`src/rtl/mulalu_pkg.sv`:
```
// mulalu_pkg: shared types and constants for the multi-cycle multiply/divide unit.
// FUNC_* / W_* mirror the codebase-wide definitions in defines.vh so the
// unit and its bench can be compiled without an include path.
package mulalu_pkg;

   localparam int unsigned W_DATA = 32;
   localparam int unsigned W_FUNC = 5;

   localparam logic [W_FUNC-1:0] FUNC_NONE = 5'b00000;
   localparam logic [W_FUNC-1:0] FUNC_MUL  = 5'b00001;
   localparam logic [W_FUNC-1:0] FUNC_DIV  = 5'b00010;

   // Counter value of the final iteration step (32 steps: 0..31)
   localparam logic [4:0]  ITER_LAST = 5'd31;
   // Quotient reported for a divide by zero
   localparam logic [31:0] DIV0_LO   = 32'hFFFF_FFFF;

   typedef enum logic [1:0] {
      IDLE = 2'd0,
      MUL  = 2'd1,
      DIV  = 2'd2,
      DONE = 2'd3
   } state_t;

   // Two's-complement magnitude; 0x8000_0000 maps to itself, which is the
   // correct unsigned magnitude 2^31.
   function automatic logic [31:0] magnitude(input logic [31:0] v);
      return v[31] ? (32'd0 - v) : v;
   endfunction

endpackage

```
`src/rtl/mulalu_divider.sv`:
```
// mulalu_divider: restoring-divide iteration datapath, one quotient bit per step.
// load seeds the partial remainder with 0 and the quotient register with the
// dividend; each step shifts one dividend bit into the remainder and keeps
// the trial subtraction only if it does not go negative.
module mulalu_divider
   import mulalu_pkg::*;
#(
   parameter int unsigned WIDTH = 32
) (
   input  logic             clk,
   input  logic             rst,
   input  logic             load,
   input  logic             step,
   input  logic [WIDTH-1:0] dividend,
   input  logic [WIDTH-1:0] divisor,
   output logic [WIDTH-1:0] quotient,
   output logic [WIDTH-1:0] remainder
);

   logic [WIDTH-1:0] rem_q;
   logic [WIDTH-1:0] quo_q;
   logic [WIDTH:0]   trial;

   // Trial subtraction of the divisor from the shifted partial remainder;
   // the top bit is set exactly when the result would be negative.
   always_comb begin
      trial = {rem_q, quo_q[WIDTH-1]} - {1'b0, divisor};
   end

   // Remainder/quotient shift registers
   always_ff @(posedge clk or posedge rst) begin
      if (rst) begin
         rem_q <= '0;
         quo_q <= '0;
      end else if (load) begin
         rem_q <= '0;
         quo_q <= dividend;
      end else if (step) begin
         if (!trial[WIDTH]) begin
            rem_q <= trial[WIDTH-1:0];
            quo_q <= {quo_q[WIDTH-2:0], 1'b1};
         end else begin
            rem_q <= {rem_q[WIDTH-2:0], quo_q[WIDTH-1]};
            quo_q <= {quo_q[WIDTH-2:0], 1'b0};
         end
      end
   end

   assign quotient  = quo_q;
   assign remainder = rem_q;

endmodule

```
`src/rtl/mulalu.sv`:
```
// mulalu: multi-cycle multiply/divide unit (EX stage), writes HI/LO.
// Shift-add multiply and restoring divide on operand magnitudes, with the
// sign applied combinationally at write time. Stalls the pipeline while an
// iteration is in flight.
// Optional build macro: MULALU_FAST_MUL_EN -- single-cycle 33x33 multiply.
module mulalu
   import mulalu_pkg::*;
#(
   parameter int unsigned WIDTH = 32
) (
   input  logic              clk,
   input  logic              rst,
   input  logic              mulalu_sign,
   input  logic [W_FUNC-1:0] mulalu_func,
   input  logic [WIDTH-1:0]  source_a,
   input  logic [WIDTH-1:0]  source_b,
   input  logic              flush,
   output logic              stall,
   output logic              hi_write,
   output logic [WIDTH-1:0]  hi_write_data,
   output logic              lo_write,
   output logic [WIDTH-1:0]  lo_write_data
);

   state_t             state, state_nx;
   logic [4:0]         count;

   logic               req_mul, req_div, req_any, div_by_zero, accept;
   logic [WIDTH-1:0]   mag_a, mag_b;

   logic [WIDTH-1:0]   mcand_q;
   logic [WIDTH-1:0]   divisor_q;
   logic [2*WIDTH-1:0] prod_q;
   logic               neg_q, neg_r, op_div_q, div0_q;

   logic [WIDTH:0]     mul_sum;
   logic [2*WIDTH-1:0] prod_signed;
   logic               div_load, div_step;
   logic [WIDTH-1:0]   quo, rem;

`ifdef MULALU_FAST_MUL_EN
   logic signed [WIDTH:0]     fast_a, fast_b;
   logic signed [2*WIDTH+1:0] fast_p;
`endif

   // Request decode and operand magnitudes
   always_comb begin
      req_mul     = (mulalu_func == FUNC_MUL);
      req_div     = (mulalu_func == FUNC_DIV);
      req_any     = req_mul | req_div;
      div_by_zero = req_div & (source_b == '0);
      accept      = (state == IDLE) & req_any & ~flush;
      mag_a       = mulalu_sign ? magnitude(source_a) : source_a;
      mag_b       = mulalu_sign ? magnitude(source_b) : source_b;
   end

`ifdef MULALU_FAST_MUL_EN
   // Single-cycle product of the sign- or zero-extended operands
   always_comb begin
      fast_a = {mulalu_sign & source_a[WIDTH-1], source_a};
      fast_b = {mulalu_sign & source_b[WIDTH-1], source_b};
      fast_p = fast_a * fast_b;
   end
`endif

   // Next-state, stall and divider control
   always_comb begin
      state_nx = state;
      stall    = 1'b0;
      div_load = 1'b0;
      div_step = 1'b0;
      case (state)
         IDLE: begin
            if (accept) begin
               stall = 1'b1;
               if (req_mul) begin
`ifdef MULALU_FAST_MUL_EN
                  state_nx = DONE;
`else
                  state_nx = MUL;
`endif
               end else if (div_by_zero) begin
                  state_nx = DONE;
               end else begin
                  state_nx = DIV;
                  div_load = 1'b1;
               end
            end
         end
         MUL: begin
            if (flush) begin
               state_nx = IDLE;
            end else begin
               stall = 1'b1;
               if (count == ITER_LAST) state_nx = DONE;
            end
         end
         DIV: begin
            if (flush) begin
               state_nx = IDLE;
            end else begin
               stall    = 1'b1;
               div_step = 1'b1;
               if (count == ITER_LAST) state_nx = DONE;
            end
         end
         DONE: begin
            state_nx = IDLE;
         end
         default: begin
            state_nx = IDLE;
         end
      endcase
      // Outputs are quiet for the whole time reset is held, even if the
      // upstream stage keeps presenting a request.
      if (rst) stall = 1'b0;
   end

   // State register and iteration counter
   always_ff @(posedge clk or posedge rst) begin
      if (rst) begin
         state <= IDLE;
         count <= '0;
      end else begin
         state <= state_nx;
         if ((state == MUL || state == DIV) && state_nx == state)
            count <= count + 5'd1;
         else
            count <= '0;
      end
   end

   // One shift-add step: conditionally add the multiplicand to the upper
   // half, then shift the whole product register right by one.
   always_comb begin
      mul_sum = {1'b0, prod_q[2*WIDTH-1:WIDTH]}
              + (prod_q[0] ? {1'b0, mcand_q} : {(WIDTH+1){1'b0}});
   end

   // Operand capture at acceptance and multiply iteration
   always_ff @(posedge clk or posedge rst) begin
      if (rst) begin
         mcand_q   <= '0;
         divisor_q <= '0;
         prod_q    <= '0;
         neg_q     <= 1'b0;
         neg_r     <= 1'b0;
         op_div_q  <= 1'b0;
         div0_q    <= 1'b0;
      end else if (accept) begin
         op_div_q  <= req_div;
         div0_q    <= div_by_zero;
         // A divide by zero reports the raw dividend, so no sign fixup and
         // the unmodified source_a is kept (mcand_q is otherwise idle on DIV).
         neg_q     <= mulalu_sign & (source_a[WIDTH-1] ^ source_b[WIDTH-1]) & ~div_by_zero;
         neg_r     <= mulalu_sign & source_a[WIDTH-1] & ~div_by_zero;
         mcand_q   <= div_by_zero ? source_a : mag_a;
         divisor_q <= mag_b;
         prod_q    <= {{WIDTH{1'b0}}, mag_b};
`ifdef MULALU_FAST_MUL_EN
         if (req_mul) begin
            prod_q <= fast_p[2*WIDTH-1:0];
            neg_q  <= 1'b0;
         end
`endif
      end else if (state == MUL && !flush) begin
         prod_q <= {mul_sum, prod_q[WIDTH-1:1]};
      end
   end

   mulalu_divider #(
      .WIDTH (WIDTH)
   ) u_divider (
      .clk       (clk),
      .rst       (rst),
      .load      (div_load),
      .step      (div_step),
      .dividend  (mag_a),
      .divisor   (divisor_q),
      .quotient  (quo),
      .remainder (rem)
   );

   // Write strobes and sign-fixed write data in DONE
   always_comb begin
      prod_signed   = neg_q ? ({(2*WIDTH){1'b0}} - prod_q) : prod_q;
      hi_write      = (state == DONE) & ~flush;
      lo_write      = (state == DONE) & ~flush;
      hi_write_data = '0;
      lo_write_data = '0;
      if (state == DONE) begin
         if (div0_q) begin
            hi_write_data = mcand_q;
            lo_write_data = DIV0_LO;
         end else if (op_div_q) begin
            hi_write_data = neg_r ? ('0 - rem) : rem;
            lo_write_data = neg_q ? ('0 - quo) : quo;
         end else begin
            hi_write_data = prod_signed[2*WIDTH-1:WIDTH];
            lo_write_data = prod_signed[WIDTH-1:0];
         end
      end
   end

endmodule

```
`config.mk`:
```
export PLATFORM = sky130hd
export DESIGN_NAME = mulalu
export DESIGN_NICKNAME = d
export VERILOG_FILES = /design/src/rtl/mulalu_pkg.sv /design/src/rtl/mulalu_divider.sv /design/src/rtl/mulalu.sv
export SDC_FILE = /design/constraint.sdc
export NUM_CORES = 1
export LEC_CHECK = 0
export CORE_MARGIN = 1.5
export CORE_UTILIZATION = 45
export DETAILED_ROUTE_END_ITERATION = 6
export DONT_BUFFER_PORTS = 1
export PLACE_DENSITY_LB_ADDON = 0.25
export SYNTH_ARGS = -nofsm -noshare
export SYNTH_HDL_FRONTEND = slang
export SYNTH_SLANG_ARGS = --single-unit
```
`constraint.sdc`:
```
create_clock -name clk -period 6.81 [get_ports clk]
set_input_delay 1.0215 -clock clk [delete_from_list [all_inputs] [get_ports clk]]
set_output_delay 1.0215 -clock clk [all_outputs]
set_load 0.01 [all_outputs]
```
; ---- Word level (Yosys, flattened, before mapping)
; Index checks and enable logic that the tools add are counted.
[word_totals]
input_bits = 73
output_inout_bits = 67
word_cells = 86
reg_bits = 203
[op_classes]
bitwise_logic = 12
n_eq_ne = 7
mux = 39
reduce_logical = 9
add_sub_neg = 8
[op_table]
columns = operator, n
row1 = $mux W32, 19
row2 = $mux W64, 3
row3 = $sub A1 B32 Y32 const A, 4
row4 = $sub A1 B64 Y64 const A, 1
row5 = $add A32 B32 Y33, 1
row6 = $sub A33 B32 Y33, 1
row7 = $logic_not A32 Y1, 1
row8 = $mux W1, 10
row9 = $and A1 B1 Y1, 8
row10 = $mux W2, 4
row11 = $pmux W2 S3, 1
row12 = $add A5 B1 Y5 const B, 1
row13 = $eq A5 B1 Y1 const B, 1
row14 = $eq A5 B2 Y1 const B, 1
row15 = $eq A5 B5 Y1 const B, 1
row16 = $mux W5, 1
row17 = $eq A2 B2 Y1 const B, 2
row18 = $reduce_bool A2 Y1, 2
row19 = $eq A2 B1 Y1 const B, 1
row20 = $eq A2 B2 Y1, 1
row21 = $logic_and A1 B1 Y1, 2
row22 = $logic_not A2 Y1, 1
row23 = $not A1 Y1, 2
row24 = $pmux W1 S2, 1
row25 = other kinds (5), 5

; ---- Depth between registers and ports, before layout
[logic_depth]
depth_word = 9
ltp_mapped = 14
depth_no_buf = 13

; ---- Hierarchy
; A second synthesis with hierarchy kept.
[unflattened]
cells_unflattened = 2338
hier_area_um2 = 18141.1
[modules_own_cells]
columns = module, instances, cells_per_inst, area_per_inst_um2
row1 = mulalu, 1, 1702, 12907.4
row2 = mulalu_divider, 1, 636, 5233.8

; ---- Worst setup path before layout
; No wires, ideal clock.
[synth_path]
kind = register to output
from = register u_divider.quo_q[13], in the netlist u_divider.quotient[13]
to = output port lo_write_data[27]
t_required_ns = 5.788
path_slack_ns = 2.841
path_stages_with_launch = 9
arrival_ns = 2.947
path_cell_list = dfrtp_1 -> or4_4 -> or3_4 -> or2_1 -> or4_4 -> or4_4 -> o21ai_0 -> xor2_1 -> a21oi_1
[synth_between]
elab_chain_cells = 5
[synth_rtl]
columns = item, line
row1 = "start, declared", mulalu_divider.sv:21  ; logic [WIDTH-1:0] quo_q;
row2 = "start signal, assigned", mulalu_divider.sv:37  ; quo_q <= dividend;
row3 = "start signal, assigned", mulalu_divider.sv:41  ; quo_q <= {quo_q[WIDTH-2:0], 1'b1};
row4 = "start signal, assigned", mulalu_divider.sv:44  ; quo_q <= {quo_q[WIDTH-2:0], 1'b0};
row5 = $sub A1 B32 Y32, mulalu.sv:197  ; lo_write_data = neg_q ? ('0 - quo) : quo;
row6 = $mux W32, mulalu.sv:197
row7 = $mux W32, mulalu.sv:195  ; end else if (op_div_q) begin
row8 = $mux W32, mulalu.sv:192  ; if (div0_q) begin
row9 = $mux W32, mulalu.sv:191  ; if (state == DONE) begin
row10 = "end, declared", mulalu.sv:22  ; output logic [WIDTH-1:0] lo_write_data
; Every way passes these cells.

; ---- Worst setup path in the final report
[layout_path]
from = register prod_q[0]
to = output port hi_write_data[22]
[layout_between]
elab_chain_cells = 5
[layout_rtl]
columns = item, line
row1 = "start, declared", mulalu.sv:33  ; logic [2*WIDTH-1:0] prod_q;
row2 = "start signal, assigned", mulalu.sv:159  ; prod_q <= {{WIDTH{1'b0}}, mag_b};
row3 = "start signal, assigned", mulalu.sv:167  ; prod_q <= {mul_sum, prod_q[WIDTH-1:1]};
row4 = $sub A1 B64 Y64, mulalu.sv:186  ; prod_signed = neg_q ? ({(2*WIDTH){1'b0}} - prod_q) : prod_q;
row5 = $mux W64, mulalu.sv:186
row6 = $mux W32, mulalu.sv:195
row7 = $mux W32, mulalu.sv:192
row8 = $mux W32, mulalu.sv:191
row9 = "end, declared", mulalu.sv:20  ; output logic [WIDTH-1:0] hi_write_data,
; Every way passes these cells.

==> impl_metrics.json <==
{
  "vias": 16887,
  "dp_cells": 2694,
  "core_region_area_sq_mm": 0.0386,
  "drc_errors": 0,
  "synth_top_cell_area_share": 0.288,
  "seqPwrFrac": 0.285,
  "place_area_sq_mm": 0.0180,
  "period_share": 0.841,
  "fmax_mhz": 175,
  "ys_seq_area_frac": 0.288,
  "cts_root_buffer": "clkbuf_16",
  "yosys-top-cells-area": "dfrtp_1 (29%), nand2_1 (6.8%), o21ai_0 (6.6%), xor2_1 (6.6%), xnor2_1 (6.1%)",
  "ios": 140,
  "tightest_slew_ns": 1.22,
  "path_class": "flip-flop to output port",
  "intPower_mw": 4.77,
  "post-route-min-period_ns": 5.72,
  "postCtsSetupRepairBufs": 0,
  "grt_overflow": 0,
  "syn_area_sq_mm": 0.0177,
  "instances_no_fill": 2740,
  "slew_headroom": 0.180,
  "final-setup-viol-count": 0,
  "synth_top_cell_by_area": "dfrtp_1",
  "die-area_sq_mm": 0.0404,
  "ant_nets": 0,
  "port_buffers": 0,
  "synthesis.nets": 2440,
  "drv_cap": 0,
  "hold_buffers": 0,
  "start_kind": "flip-flop",
  "power.density_mw_per_mm2": 496,
  "dieWidth_um": 201,
  "drt_iter0_drc": 1601,
  "maxSlewViolCount": 0,
  "dp_slack_ns": 1.86,
  "die_h_um": 201,
  "routedWlPerCell_um": 22.1,
  "clk_pin_slew_ns": 0.07,
  "peakVddDrop_mv": 0.219,
  "drtPass1Iterations": 5,
  "ys_ff_latch": 203,
  "design_area_sq_mm": 0.0189,
  "antenna_found_initial": 4,
  "start_util": 0.457,
  "swShare": 0.490,
  "clock_latency_ns": 0.56,
  "nets": 2354,
  "endpoint_kind": "output port",
  "required_ns": 5.79,
  "power_frac_clock": 0.157,
  "switching_power_mw": 4.58,
  "syn_area_per_cell_sq_um": 7.71,
  "cts_buffers": 26,
  "status": "complete, no violations",
  "h-tree-depth": 1,
  "ys.flop_type": "dfrtp_1",
  "hp-class": "input pin to async pin",
  "hold_violations": 0,
  "leakage_nw": 7.79,
  "setup_slack_ns": 1.09,
  "ys_warn_count": 0,
  "skew_ns": 0.0124,
  "cts_resized": 0,
  "arrival_ns": 4.70,
  "synth_edf_count": 0,
  "first_global_vias": 15817,
  "wirelength_um": 60600,
  "gp_congestion": 0.955,
  "synthCells": 2290,
  "yosysMostFrequentCell": "nand2_1",
  "cts_tree": "yes",
  "viasPerCell": 6.16,
  "synthTopCellsByCount": "nand2_1 (318), o21ai_0 (234), dfrtp_1 (203), nor2_1 (192), a21oi_1 (170)",
  "holdWs_ns": 0.467,
  "grt_pass1_wl_um": 92800,
  "grt.total_usage": 0.293,
  "grt_max_degree": 128,
  "comb_power_share": 0.557,
  "hpwlAfterDp_um": 45800,
  "ys_types": 80,
  "ys_async_sr_fraction": 1.00,
  "cts.sinks": 203,
  "final.setup.tns_ns": 0,
  "rows": 72,
  "cts_buffer_depth": 3,
  "drive_gt1_frac": 0.0455,
  "grt_setup_unrepaired": "no",
  "areaGrowthSynthToFinish_pct": 6.83,
  "diodes": 0,
  "crit_fanout": 35
}
==> logic make-up (layout without fill, tap and decap cells) <==
group / after synthesis / after routing / share of synthesized area
fa+ha+maj: 77 / 77 / 0.0554
xor+xnor: 256 / 256 / 0.127
mux: 36 / 36 / 0.0213
buf+inv: 203 / 135 / 0.0439
flops: 203 / 203 / 0.288
simple gates: 803 / 803 / 0.212
compound gates: 712 / 712 / 0.253
==> stage by stage <==
step / total power [mW] / util
final: 9.35 / 0.488
after global routing: 10.0 / 0.488
after CTS: 9.26 / 0.488
after detailed placement: 7.76 / 0.465
after global placement: 7.68 / 0.465
after floorplan: 6.30 / -
==> per-layer routing <==
layer / global-route usage / share of wire
met1: 0.402 / 0.44
met2: 0.471 / 0.46
met3: 0.0512 / 0.075
met4: 0.0886 / 0.030
met5: 0 / 0
==> flip-flops by register name, summed over array words and instances (netlist names) <==
signal,cells
prod_q,64
divisor_q,32
mcand_q,32
u_divider.quotient,32
u_divider.remainder,32
count,5
state,2
div0_q,1
neg_q,1
neg_r,1
op_div_q,1
==> cell type report <==
cell class,instances,area (sq um)
inverter,70,270
tap,518,648
multi-input combinational,1884,11800
clock inverter,14,180
clock buffer,32,714
fill,3787,19800
timing repair buffer,19,143
sequential,203,5080
==> placed cells by master, fill, tap and decap left out, types with 25 or more instances in the layout <==
| cell | n |
|---|---|
| a21boi_0 | 33 |
| a21oi_1 | 170 |
| a31oi_1 | 37 |
| and2_1 | 39 |
| clkbuf_16 | 27 |
| dfrtp_1 | 201 |
| ha_1 | 74 |
| inv_1 | 67 |
| mux2i_1 | 33 |
| nand2_1 | 317 |
| nand3_1 | 39 |
| nor2_1 | 192 |
| nor3_1 | 40 |
| o21ai_0 | 234 |
| o31ai_1 | 39 |
| o41ai_1 | 25 |
| or3_1 | 34 |
| xnor2_1 | 123 |
| xor2_1 | 133 |
==> worst max-delay path, stage by stage (launching register included) <==
cell and delay (ns):
dfrtp_1 0.79, inv_1 0.27, ha_1 0.22, nand2_1 0.20, o41ai_1 0.93, o21ai_0 0.65, a21oi_1 0.34, xnor2_1 0.15
o211ai_1 0.17, a21boi_0 0.41
==> worst paths after layout <==
check	endpoint	slack [ns]	cells after the start	start
max in group asynchronous	prod_q[63]$_DFFE_PP0P_	4.72	2	rst
worst max register to register	prod_q[49]$_DFFE_PP0P_	2.47	11	prod_q[0]$_DFFE_PP0P_
worst min-delay path	divisor_q[19]$_DFFE_PP0N_	0.47	1	rst
worst max-delay path	hi_write_data[22]	1.09	9	prod_q[0]$_DFFE_PP0P_
worst min register to register	count[0]$_DFF_PP0_	0.47	1	count[0]$_DFF_PP0_
min in group clk	count[0]$_DFF_PP0_	0.47	1	count[0]$_DFF_PP0_
==> power by group through the flow <==
| stage | logic [mW] | registers (mW) | clock network (mW) |
|---|---|---|---|
| finish | 5.21 | 2.67 | 1.47 |
| global route | 5.74 | 2.73 | 1.54 |
| CTS | 5.13 | 2.64 | 1.49 |
| detailed placement | 5.10 | 2.66 | 0 |
| global placement | 5.04 | 2.64 | 0 |
| floorplan | 4.11 | 2.19 | 0 |
Note: power is estimated with default switching activity, not from simulation.
